<file path="src/rtl/mem_request_unit.sv">
// mem_request_unit: load/store access stage between the ALU and the data bus.
// Issues one handshaked bus transaction per load/store, stalls the core while
// the access is outstanding and returns extended load data in DONE.
// Optional feature macro: MEMREQ_TIMEOUT_EN (abort REQ after TIMEOUT_CYCLES).
//
// state | meaning
// IDLE  | waiting for memRead/memWrite; alignment checked here
// REQ   | strobe held, bus outputs stable, waiting for bus_ack_i
// DONE  | one cycle, stall low, result/flags valid; returns to IDLE
module mem_request_unit #(
  parameter int unsigned TIMEOUT_CYCLES = 255
) (
  input  logic        clk_i,
  input  logic        rst_i,
  input  logic [31:0] alu_result_i,
  input  logic [31:0] store_data_i,
  input  logic        mem_read_i,
  input  logic        mem_write_i,
  input  logic [2:0]  funct3_i,
  output logic        stall_o,
  output logic [31:0] load_data_o,
  output logic        misaligned_o,
  output logic        bus_fault_o,
  output logic [31:0] bus_addr_o,
  output logic [31:0] bus_wdata_o,
  output logic [3:0]  bus_byte_en_o,
  output logic        bus_ren_o,
  output logic        bus_wen_o,
  input  logic [31:0] bus_rdata_i,
  input  logic        bus_ack_i
);

  typedef enum logic [1:0] {S_IDLE, S_REQ, S_DONE} state_t;

  state_t      state_q;
  logic [31:0] load_data_q;
  logic [31:0] bus_addr_q;
  logic [31:0] bus_wdata_q;
  logic [3:0]  bus_byte_en_q;
  logic        bus_ren_q;
  logic        bus_wen_q;
  logic        misaligned_q;
  logic [2:0]  funct3_q;
  logic [1:0]  addr_lo_q;

  logic        request;
  logic        misalign_d;
  logic [3:0]  byte_en_d;
  logic [31:0] wdata_d;
  logic [31:0] shifted;
  logic [31:0] load_ext_d;

`ifdef MEMREQ_TIMEOUT_EN
  localparam int unsigned CNT_W = (TIMEOUT_CYCLES > 255) ? $clog2(TIMEOUT_CYCLES + 1) : 8;
  logic [CNT_W-1:0] tmo_cnt_q;
  logic             bus_fault_q;
  assign bus_fault_o = bus_fault_q;
`else
  assign bus_fault_o = 1'b0;
`endif

  assign request = mem_read_i | mem_write_i;

  // Size decode (funct3[1:0]: 00 byte, 01 half, else word), lanes and alignment.
  always_comb begin
    misalign_d = 1'b0;
    byte_en_d  = 4'b1111;
    wdata_d    = store_data_i;
    case (funct3_i[1:0])
      2'b00: begin
        byte_en_d = 4'b0001 << alu_result_i[1:0];
        wdata_d   = {4{store_data_i[7:0]}};
      end
      2'b01: begin
        misalign_d = alu_result_i[0];
        byte_en_d  = alu_result_i[1] ? 4'b1100 : 4'b0011;
        wdata_d    = {2{store_data_i[15:0]}};
      end
      default: begin
        misalign_d = |alu_result_i[1:0];
      end
    endcase
  end

  // Lane extraction and sign/zero extension of the read data.
  always_comb begin
    shifted = bus_rdata_i >> {addr_lo_q, 3'b000};
    case (funct3_q)
      3'b000:  load_ext_d = {{24{shifted[7]}}, shifted[7:0]};
      3'b001:  load_ext_d = {{16{shifted[15]}}, shifted[15:0]};
      3'b100:  load_ext_d = {24'd0, shifted[7:0]};
      3'b101:  load_ext_d = {16'd0, shifted[15:0]};
      default: load_ext_d = shifted;
    endcase
  end

  // Access sequencer with registered bus outputs and result flags.
  always_ff @(posedge clk_i) begin
    if (rst_i) begin
      state_q       <= S_IDLE;
      load_data_q   <= '0;
      bus_addr_q    <= '0;
      bus_wdata_q   <= '0;
      bus_byte_en_q <= '0;
      bus_ren_q     <= 1'b0;
      bus_wen_q     <= 1'b0;
      misaligned_q  <= 1'b0;
      funct3_q      <= '0;
      addr_lo_q     <= '0;
`ifdef MEMREQ_TIMEOUT_EN
      tmo_cnt_q     <= '0;
      bus_fault_q   <= 1'b0;
`endif
    end else begin
      case (state_q)
        S_IDLE: begin
          if (request) begin
            if (misalign_d) begin
              misaligned_q <= 1'b1;
              load_data_q  <= '0;
              state_q      <= S_DONE;
            end else begin
              bus_addr_q    <= {alu_result_i[31:2], 2'b00};
              bus_byte_en_q <= byte_en_d;
              bus_wdata_q   <= wdata_d;
              funct3_q      <= funct3_i;
              addr_lo_q     <= alu_result_i[1:0];
              bus_ren_q     <= ~mem_write_i;
              bus_wen_q     <= mem_write_i;
`ifdef MEMREQ_TIMEOUT_EN
              tmo_cnt_q     <= '0;
`endif
              state_q       <= S_REQ;
            end
          end
        end
        S_REQ: begin
          if (bus_ack_i) begin
            if (bus_ren_q) load_data_q <= load_ext_d;
            bus_ren_q <= 1'b0;
            bus_wen_q <= 1'b0;
            state_q   <= S_DONE;
          end
`ifdef MEMREQ_TIMEOUT_EN
          else if (tmo_cnt_q == CNT_W'(TIMEOUT_CYCLES - 1)) begin
            bus_ren_q   <= 1'b0;
            bus_wen_q   <= 1'b0;
            bus_fault_q <= 1'b1;
            load_data_q <= '0;
            state_q     <= S_DONE;
          end else begin
            tmo_cnt_q <= tmo_cnt_q + 1'b1;
          end
`endif
        end
        S_DONE: begin
          misaligned_q <= 1'b0;
`ifdef MEMREQ_TIMEOUT_EN
          bus_fault_q  <= 1'b0;
`endif
          state_q      <= S_IDLE;
        end
        default: state_q <= S_IDLE;
      endcase
    end
  end

  assign stall_o       = ((state_q == S_IDLE) && request) || (state_q == S_REQ);
  assign load_data_o   = load_data_q;
  assign misaligned_o  = misaligned_q;
  assign bus_addr_o    = bus_addr_q;
  assign bus_wdata_o   = bus_wdata_q;
  assign bus_byte_en_o = bus_byte_en_q;
  assign bus_ren_o     = bus_ren_q;
  assign bus_wen_o     = bus_wen_q;

endmodule

</file>
<file path="config.mk">
export PLATFORM = sky130hd
export DESIGN_NAME = mem_request_unit
export DESIGN_NICKNAME = d
export VERILOG_FILES = /design/src/rtl/mem_request_unit.sv
export SDC_FILE = /design/constraint.sdc
export NUM_CORES = 1
export LEC_CHECK = 0
export ABC_AREA = 1
export BUFFER_PORTS_ARGS = -buffer_cell sky130_fd_sc_hd__buf_2
export CAP_MARGIN = 40
export CORE_MARGIN = 2
export CORE_UTILIZATION = 48
export DETAILED_ROUTE_END_ITERATION = 16
export PLACE_DENSITY = 0.8
export SYNTH_ARGS = -nofsm -noshare
export SYNTH_HDL_FRONTEND = slang
export SYNTH_SLANG_ARGS = --single-unit
</file>
<file path="constraint.sdc">
create_clock -name clk_i -period 1.45 [get_ports clk_i]
set_input_delay 0.2175 -clock clk_i [delete_from_list [all_inputs] [get_ports clk_i]]
set_output_delay 0.2175 -clock clk_i [all_outputs]
set_load 0.02 [all_outputs]
</file>
==> results of run 1 <==
## through the flow
| stage | cell area, µm² | instances | worst slack [ns] | total power [µW] |
|---|---|---|---|---|
| final | 7253 | 1134 | -0.03935 | 8182 |
| after global routing | 7253 | 1134 | -0.1306 | 8594 |
| after CTS | 6696 | 1120 | -0.01852 | 7681 |
| after detailed placement | 6441 | 1102 | -0.03106 | 5814 |
| after global placement | 6441 | 1102 | 0.02314 | 5792 |
| after floorplan | 5096 | 776 | 0.02457 | 4912 |
## worst min-delay path, stage by stage
cell and delay (ns):
buf_2 0.07, nor2_1 0.03, nor2_1 0.07
## worst min-delay path by stage
stage	start	endpoint	slack [ns]
after floorplan	alu_result_i[10]	bus_addr_o[10]$_SDFFE_PP0P_	0.35
after global placement	alu_result_i[29]	bus_addr_o[29]$_SDFFE_PP0P_	0.44
after detailed placement	alu_result_i[31]	bus_addr_o[31]$_SDFFE_PP0P_	0.45
after CTS	alu_result_i[23]	bus_addr_o[23]$_SDFFE_PP0P_	0.04
after global routing	alu_result_i[31]	bus_addr_o[31]$_SDFFE_PP0P_	0.04
final	alu_result_i[10]	bus_addr_o[10]$_SDFFE_PP0P_	0.04
## routing by layer
layer	vias to the layer above	global-route usage [%]
met1	2701	30.32
met5	-	0
met3	41	7.112
li1	2919	-
met4	0	8.534
met2	288	46.13
## layout make-up
class                      count  area (µm²)
fill                         860        3070
inverter                      38       142.6
timing repair buffer         263        1778
tap                          136       170.2
sequential                   108        2170
clock buffer                   9       123.9
clock inverter                 7       83.83
multi-input combinational    573        2785
## layout by cell type (no fill, tap or decap), types with 3 or more instances in the layout
cell,synthesis,routed
a211oi_1,3,3
a21oi_1,78,57
a21oi_2,0,21
buf_12,0,10
buf_2,17,204
buf_4,13,30
buf_6,1,9
clkbuf_16,0,8
clkbuf_8,0,9
clkinv_4,0,3
clkinv_8,0,3
conb_1,1,3
dfxtp_1,108,104
dfxtp_2,0,3
inv_1,31,30
inv_2,5,6
nand2_1,243,235
nand2_2,4,7
nand2_4,0,5
nand3_1,52,38
nand3_2,1,15
nor2_1,103,98
nor2_2,2,6
nor2_4,2,3
o211a_1,3,3
o21ai_0,71,27
o21ai_1,1,28
o21ai_2,0,16
## kinds of logic after synthesis
family          share of synthesized area, %
flops                                  42.49
compound gates                         16.08
buf+inv                                8.532
other cells                          0.07369
simple gates                           32.82
## power groups by stage
stage | combinational, µW | sequential (µW) | clock [µW]
after global routing | 3170 | 3440 | 1990
final | 2920 | 3410 | 1850
after detailed placement | 2380 | 3440 | 0
after floorplan | 1180 | 3740 | 0
after global placement | 2350 | 3440 | 0
after CTS | 2420 | 3380 | 1880
## timing repair
| action | CTS | global route |
|---|---|---|
| buffers inserted | 3 | 4 |
| resized for setup | 11 | 123 |
| pin swaps | 2 | 30 |
| setup endpoints to repair | 1 | 101 |
| gates cloned | 0 | 11 |
## registers in the layout, summed over array words and instances, names as in the netlist
register	flops
addr_lo_q	2
bus_addr_o	30
bus_byte_en_o	4
bus_ren_o	1
bus_wdata_o	32
bus_wen_o	1
funct3_q	3
load_data_o	32
misaligned_o	1
state_q	2
==> summary.txt, run 1 <==
Timing
  • Slew Limit Fails: 0
  • Final setup TNS: -0.3060 ns
  • Worst-Margin Slew: 0.5397 ns
  • Final Setup Violations: 19
  • Final Cycle Share: 102.7%
  • RSZ-0062 raised after global routing: true
  • WHS: 0.04029 ns
  • Rel. slew slack: 63.88%
  • Final Hold Viols: 0
  • Fin Clk Skew: 0.01901 ns
  • Crit path time final: 1.489 ns
  • Highest clock rate: 0.6714 GHz
  • Final worst slack: -0.03935 ns

Power
  • Lkg Pwr: 0.003580 µW
  • Pint: 5115 µW
  • Sequential share of power: 41.7%
  • Pwr dens: 1128 nW/µm²
  • Clk pwr share: 22.6%
  • Max IR drop VDD: 0.0007000 V
  • Sw Ratio: 37.48%
  • Net Switching: 3067 µW
  • Comb pwr share: 35.7%

Synthesis
  • Number of synthesis warnings: 0
  • Syn Area/Cell: 6.574 µm²
  • Library cells used by synthesis: 27
  • FFs w/ async S/R, synth: 0%
  • Post-synth top flop: dfxtp_1
  • Synth area leader: dfxtp_1
  • Top-count cell post-synth: nand2_1
  • Ranking of synthesized cells by area: dfxtp_1, nand2_1, a21oi_1
  • Post-synth top area share: 42.49%
  • Post-synth top cells: nand2_1, dfxtp_1, nor2_1, a21oi_1, o21ai_0
  • Synth Register Bits: 108
  • EDFF count, synth: 0
  • Mapped cell area: 5089 µm²
  • Sequential-to-total area share from yosys stat: 42.49%
  • Post-synthesis instance total: 774

Layout
  • Syn-to-layout area delta: 42.54%
  • Net total in the final layout: 1097
  • Share of cells above drive strength 1: 36.77%
  • Final core utilization: 70.26%
  • Antenna cell count: 0

Routing
  • DRC Markers: 0
  • WL met2: 8.506 mm
  • Met3 WL: 1.469 mm
  • Total wire length: 16.88 mm
  • First drt pass iteration count: 7
  • Final ANT Viol Nets: 0
  • Vias: 5949
  • Metal-1 WL: 6.458 mm
  • Iteration-0 DRC Markers: 425
  • Via/cell ratio: 5.246
  • Drt wl/cell: 14.88 µm
  • Top sig layer: met4

Floorplan
  • Number of top-level pins: 209
  • Die width: 107.0 µm
  • Std cell rows: 37
  • Core footprint: 10320 µm²
  • Initial Util: 49.29%
  • Die area: 11440 µm²
  • Die H: 107.0 µm

Global routing
  • Gr usage total: 26.03%
  • Pin count of the biggest net entering global routing: 57
  • Global-route wire length before repair: 24.10 mm
  • Initial antenna violation count: 0
  • Number of global-route vias before repair: 5303
  • GRT overflow: 0

Setup path
  • Worst setup SP type: flip-flop
  • R2r worst-path depth: 8
  • WP depth: 8
  • Crit path cell chain: nor2_4 > buf_6 > nand2_4 > nor2_4 > buf_8 > buf_8 > o21ai_0 > nor2_1
  • Reg-to-reg slack, setup: -0.04 ns
  • Req. time, crit path: 1.75 ns
  • Reg-to-Reg Start: state_q[0]$_SDFFE_PP0P_
  • Slowest stage delay, CP: 0.38 ns
  • CP arrival: 1.79 ns
  • Crit path max fanout: 13
  • Crit end category: flip-flop
  • Crit path from: state_q[0]$_SDFFE_PP0P_
  • Reg-to-Reg End: bus_wdata_o[30]$_SDFFE_PP0P_
  • CP max-delay cell: dfxtp_4
  • Family with the most delay on the worst path: simple AND/OR/NAND/NOR gates
  • Setup crit end: bus_wdata_o[30]$_SDFFE_PP0P_
  • WP buf/inv: 3
  • CP Class: reg2reg

Clock tree
  • Clk slew on worst S/H paths: 0.13 ns
  • CTS tree: built
  • Clock sinks: 108
  • TritonCTS Buffers: 9
  • Clk buf depth: 2
  • H-tree levels: 3
  • Worst-Skew Late Latency: 0.38 ns
  • Post-CTS Hold Buffers: 0
  • CTS Root Cell: clkbuf_8

Worst hold path
  • Hold Crit Depth: 3
  • Worst Hold Class: in2reg

Place
  • Port Buf Inserts: 205
  • HPWL after DPL: 10.90 mm
  • RD Place Congestion: 0.9357

Status
  • Status: finished with violations
  • Failing checks: negative setup slack

Flow run
  • Max-cap violations: 0
(Power assumes the default switching activity.)
==> run 2, diff against run 1 <==
Settings changed: PLACE_DENSITY 0.8 to 0.76, SLEW_MARGIN set to 5.
==> summary.txt, run 2 (synthesized netlist as in run 1, its figures left out) <==
Status
  • Status: finished with violations
  • Failing checks: negative setup slack

Global routing
  • GRT overflow: 0 (unchanged)
  • Gr usage total: 26.78% (+0.75 points)
  • Pin count of the biggest net entering global routing: 57 (unchanged)
  • Global-route wire length before repair: 24.81 mm (+2.9%)
  • Number of global-route vias before repair: 5391 (+1.7%)
  • Initial antenna violation count: 0 (unchanged)

Setup path
  • WP buf/inv: 2 (-1)
  • Crit path cell chain: nor2_4 > nand2_4 > nor2_4 > buf_4 > clkbuf_16 > o21ai_0 > nor2_1
  • Crit end category: flip-flop
  • Critical Path Most Common Cell: nor2_4
  • CP arrival: 1.84 ns (+0.05 ns)
  • Setup crit end: bus_addr_o[21]$_SDFFE_PP0P_
  • Family with the most delay on the worst path: simple AND/OR/NAND/NOR gates
  • Reg-to-Reg End: bus_addr_o[21]$_SDFFE_PP0P_
  • Worst setup SP type: flip-flop
  • Reg-to-reg slack, setup: -0.08 ns (-0.04 ns)
  • Crit path from: state_q[0]$_SDFFE_PP0P_
  • CP max-delay cell: dfxtp_4
  • CP Class: reg2reg
  • Reg-to-Reg Start: state_q[0]$_SDFFE_PP0P_
  • Req. time, crit path: 1.76 ns (about the same)
  • WP depth: 7 (-1)
  • Crit path max fanout: 25 (+12)
  • R2r worst-path depth: 7 (-1)
  • Slowest stage delay, CP: 0.38 ns (about the same)

Timing
  • Final Hold Viols: 0 (unchanged)
  • Final Setup Violations: 38 (+19)
  • Final worst slack: -0.07763 ns (-0.03828 ns)
  • Slew Limit Fails: 0 (unchanged)
  • Fin Clk Skew: 0.01510 ns (-0.003911 ns)
  • Crit path time final: 1.528 ns (+0.03828 ns)
  • RSZ-0062 raised after global routing: true
  • Highest clock rate: 0.6546 GHz (-2.5%)
  • Worst-Margin Slew: 0.5600 ns (+0.02027 ns)
  • Rel. slew slack: 62.53% (-1.4 points)
  • Final Cycle Share: 105.4% (+2.6 points)
  • Final setup TNS: -0.8612 ns (-0.5552 ns)

Clock tree
  • H-tree levels: 3 (unchanged)
  • CTS Root Cell: clkbuf_8
  • Worst-Skew Late Latency: 0.37 ns (about the same)
  • TritonCTS Buffers: 9 (unchanged)
  • Clock sinks: 108 (unchanged)
  • CTS tree: built
  • Post-CTS Hold Buffers: 0 (unchanged)
  • Clk buf depth: 2 (unchanged)
  • Clk slew on worst S/H paths: 0.11 ns (-0.02 ns)

Floorplan
  • Core footprint: 10320 µm² (unchanged)
  • Die H: 107.0 µm (unchanged)
  • Die width: 107.0 µm (unchanged)
  • Std cell rows: 37 (unchanged)
  • Initial Util: 49.29% (unchanged)
  • Die area: 11440 µm² (unchanged)
  • Number of top-level pins: 209 (unchanged)

Worst hold path
  • Hold Crit Depth: 3 (unchanged)
  • Worst Hold Class: in2reg

Layout
  • Antenna cell count: 0 (unchanged)
  • Share of cells above drive strength 1: 32.39% (-4.4 points)
  • FILL cells: 920 (+7.0%)
  • Net total in the final layout: 1090 (-0.64%)
  • Syn-to-layout area delta: 38.11%
  • Most frequent cells in the layout: nand2_1, buf_2, dfxtp_1
  • Commonest non-fill, non-tap cell in the layout: nand2_1

Routing
  • Vias: 5773 (-3.0%)
  • WL met2: 7.721 mm (-9.2%)
  • Iteration-0 DRC Markers: 293 (-31%)
  • Via/cell ratio: 5.122 (-2.4%)
  • Final ANT Viol Nets: 0 (unchanged)
  • First drt pass iteration count: 5 (-2)
  • Top sig layer: met4
  • Drt wl/cell: 14.34 µm (-3.6%)
  • Metal-1 WL: 6.513 mm (+0.85%)
  • DRC Markers: 0 (unchanged)
  • Met3 WL: 1.409 mm (-4.1%)
  • Total wire length: 16.16 mm (-4.2%)

Flow run
  • Max-cap violations: 0 (unchanged)

Place
  • Port Buf Inserts: 205 (unchanged)
  • Pre-CTS setup slack: -0.04090 ns (-0.009838 ns)
  • RD Place Congestion: 0.9413 (+0.60%)
  • HPWL after DPL: 10.82 mm (-0.69%)

Power
  • Max IR drop VDD: 0.0006877 V (-1.8%)
  • Lkg Pwr: 0.003529 µW (-1.4%)
  • Pwr dens: 1152 nW/µm² (+2.1%)
[run 2: cell count changes in the layout (fill, tap and decap cells not counted), moves of 3 or more]
cell,change
o21ai_1,-23
buf_4,-4
a21oi_2,-16
a21oi_1,+16
clkinv_4,-3
o21ai_0,+37
clkinv_8,-3
o21ai_2,-14
nand3_2,-13
nor2_1,-3
nand3_1,+12
[run 2: worst min-delay path by stage]
stage | from | to | slack (ns)
after floorplan | alu_result_i[10] | bus_addr_o[10]$_SDFFE_PP0P_ | 0.35
after detailed placement | alu_result_i[30] | bus_addr_o[30]$_SDFFE_PP0P_ | 0.44
after CTS | alu_result_i[4] | bus_addr_o[4]$_SDFFE_PP0P_ | 0.05
after global placement | alu_result_i[29] | bus_addr_o[29]$_SDFFE_PP0P_ | 0.44
final | alu_result_i[8] | bus_addr_o[8]$_SDFFE_PP0P_ | 0.05
after global routing | alu_result_i[10] | bus_addr_o[10]$_SDFFE_PP0P_ | 0.06
[run 2: through the flow]
stage	util, %	cells	hold slack [ns]	area, µm²	total power [µW]
after global routing	68.08	1127	0.06034	7028	8522
final	68.08	1127	0.05357	7028	8097
after global placement	61.76	1095	0.4398	6376	5756
after CTS	64.61	1113	0.04584	6670	7782
after floorplan	-	776	0.3524	5096	4912
after detailed placement	61.76	1095	0.4447	6376	5767
[run 2: power by group]
group | switching, µW | total (µW) | internal, µW
Combinational | 1640 | 2760 | 1110
Clock | 1120 | 1940 | 828
Sequential | 154 | 3400 | 3240
[run 2: layout make-up]
type                            instances  area [µm²]  area share, %
Clock buffer                            9       123.9          1.763
Tap cell                              136       170.2          2.421
Timing Repair Buffer                  256        1710          24.34
Clock inverter                          7       80.08          1.139
Multi-Input combinational cell        573        2628          37.39
Sequential cell                       108        2168          30.85
Inverter                               38       147.6          2.101
[run 2: repair_timing]
action                     4_1_cts  5_1_grt
buffers inserted                 2        7
resized for setup               17       44
setup endpoints to repair       17       48
cloned                           1        8
hold endpoints to repair         0        0
pin swaps                        1       13
[run 2: metal layers]
| metal | up-vias | track usage [%] |
|---|---|---|
| met5 | - | 0 |
| met2 | 261 | 45.81 |
| met1 | 2573 | 32.73 |
| met3 | 40 | 5.653 |
| met4 | 0 | 10.95 |
| li1 | 2899 | - |
[run 2: worst min-delay path, cell delays in order]
cell and delay (ns):
buf_2 0.07, nor2_1 0.03, nor2_1 0.08
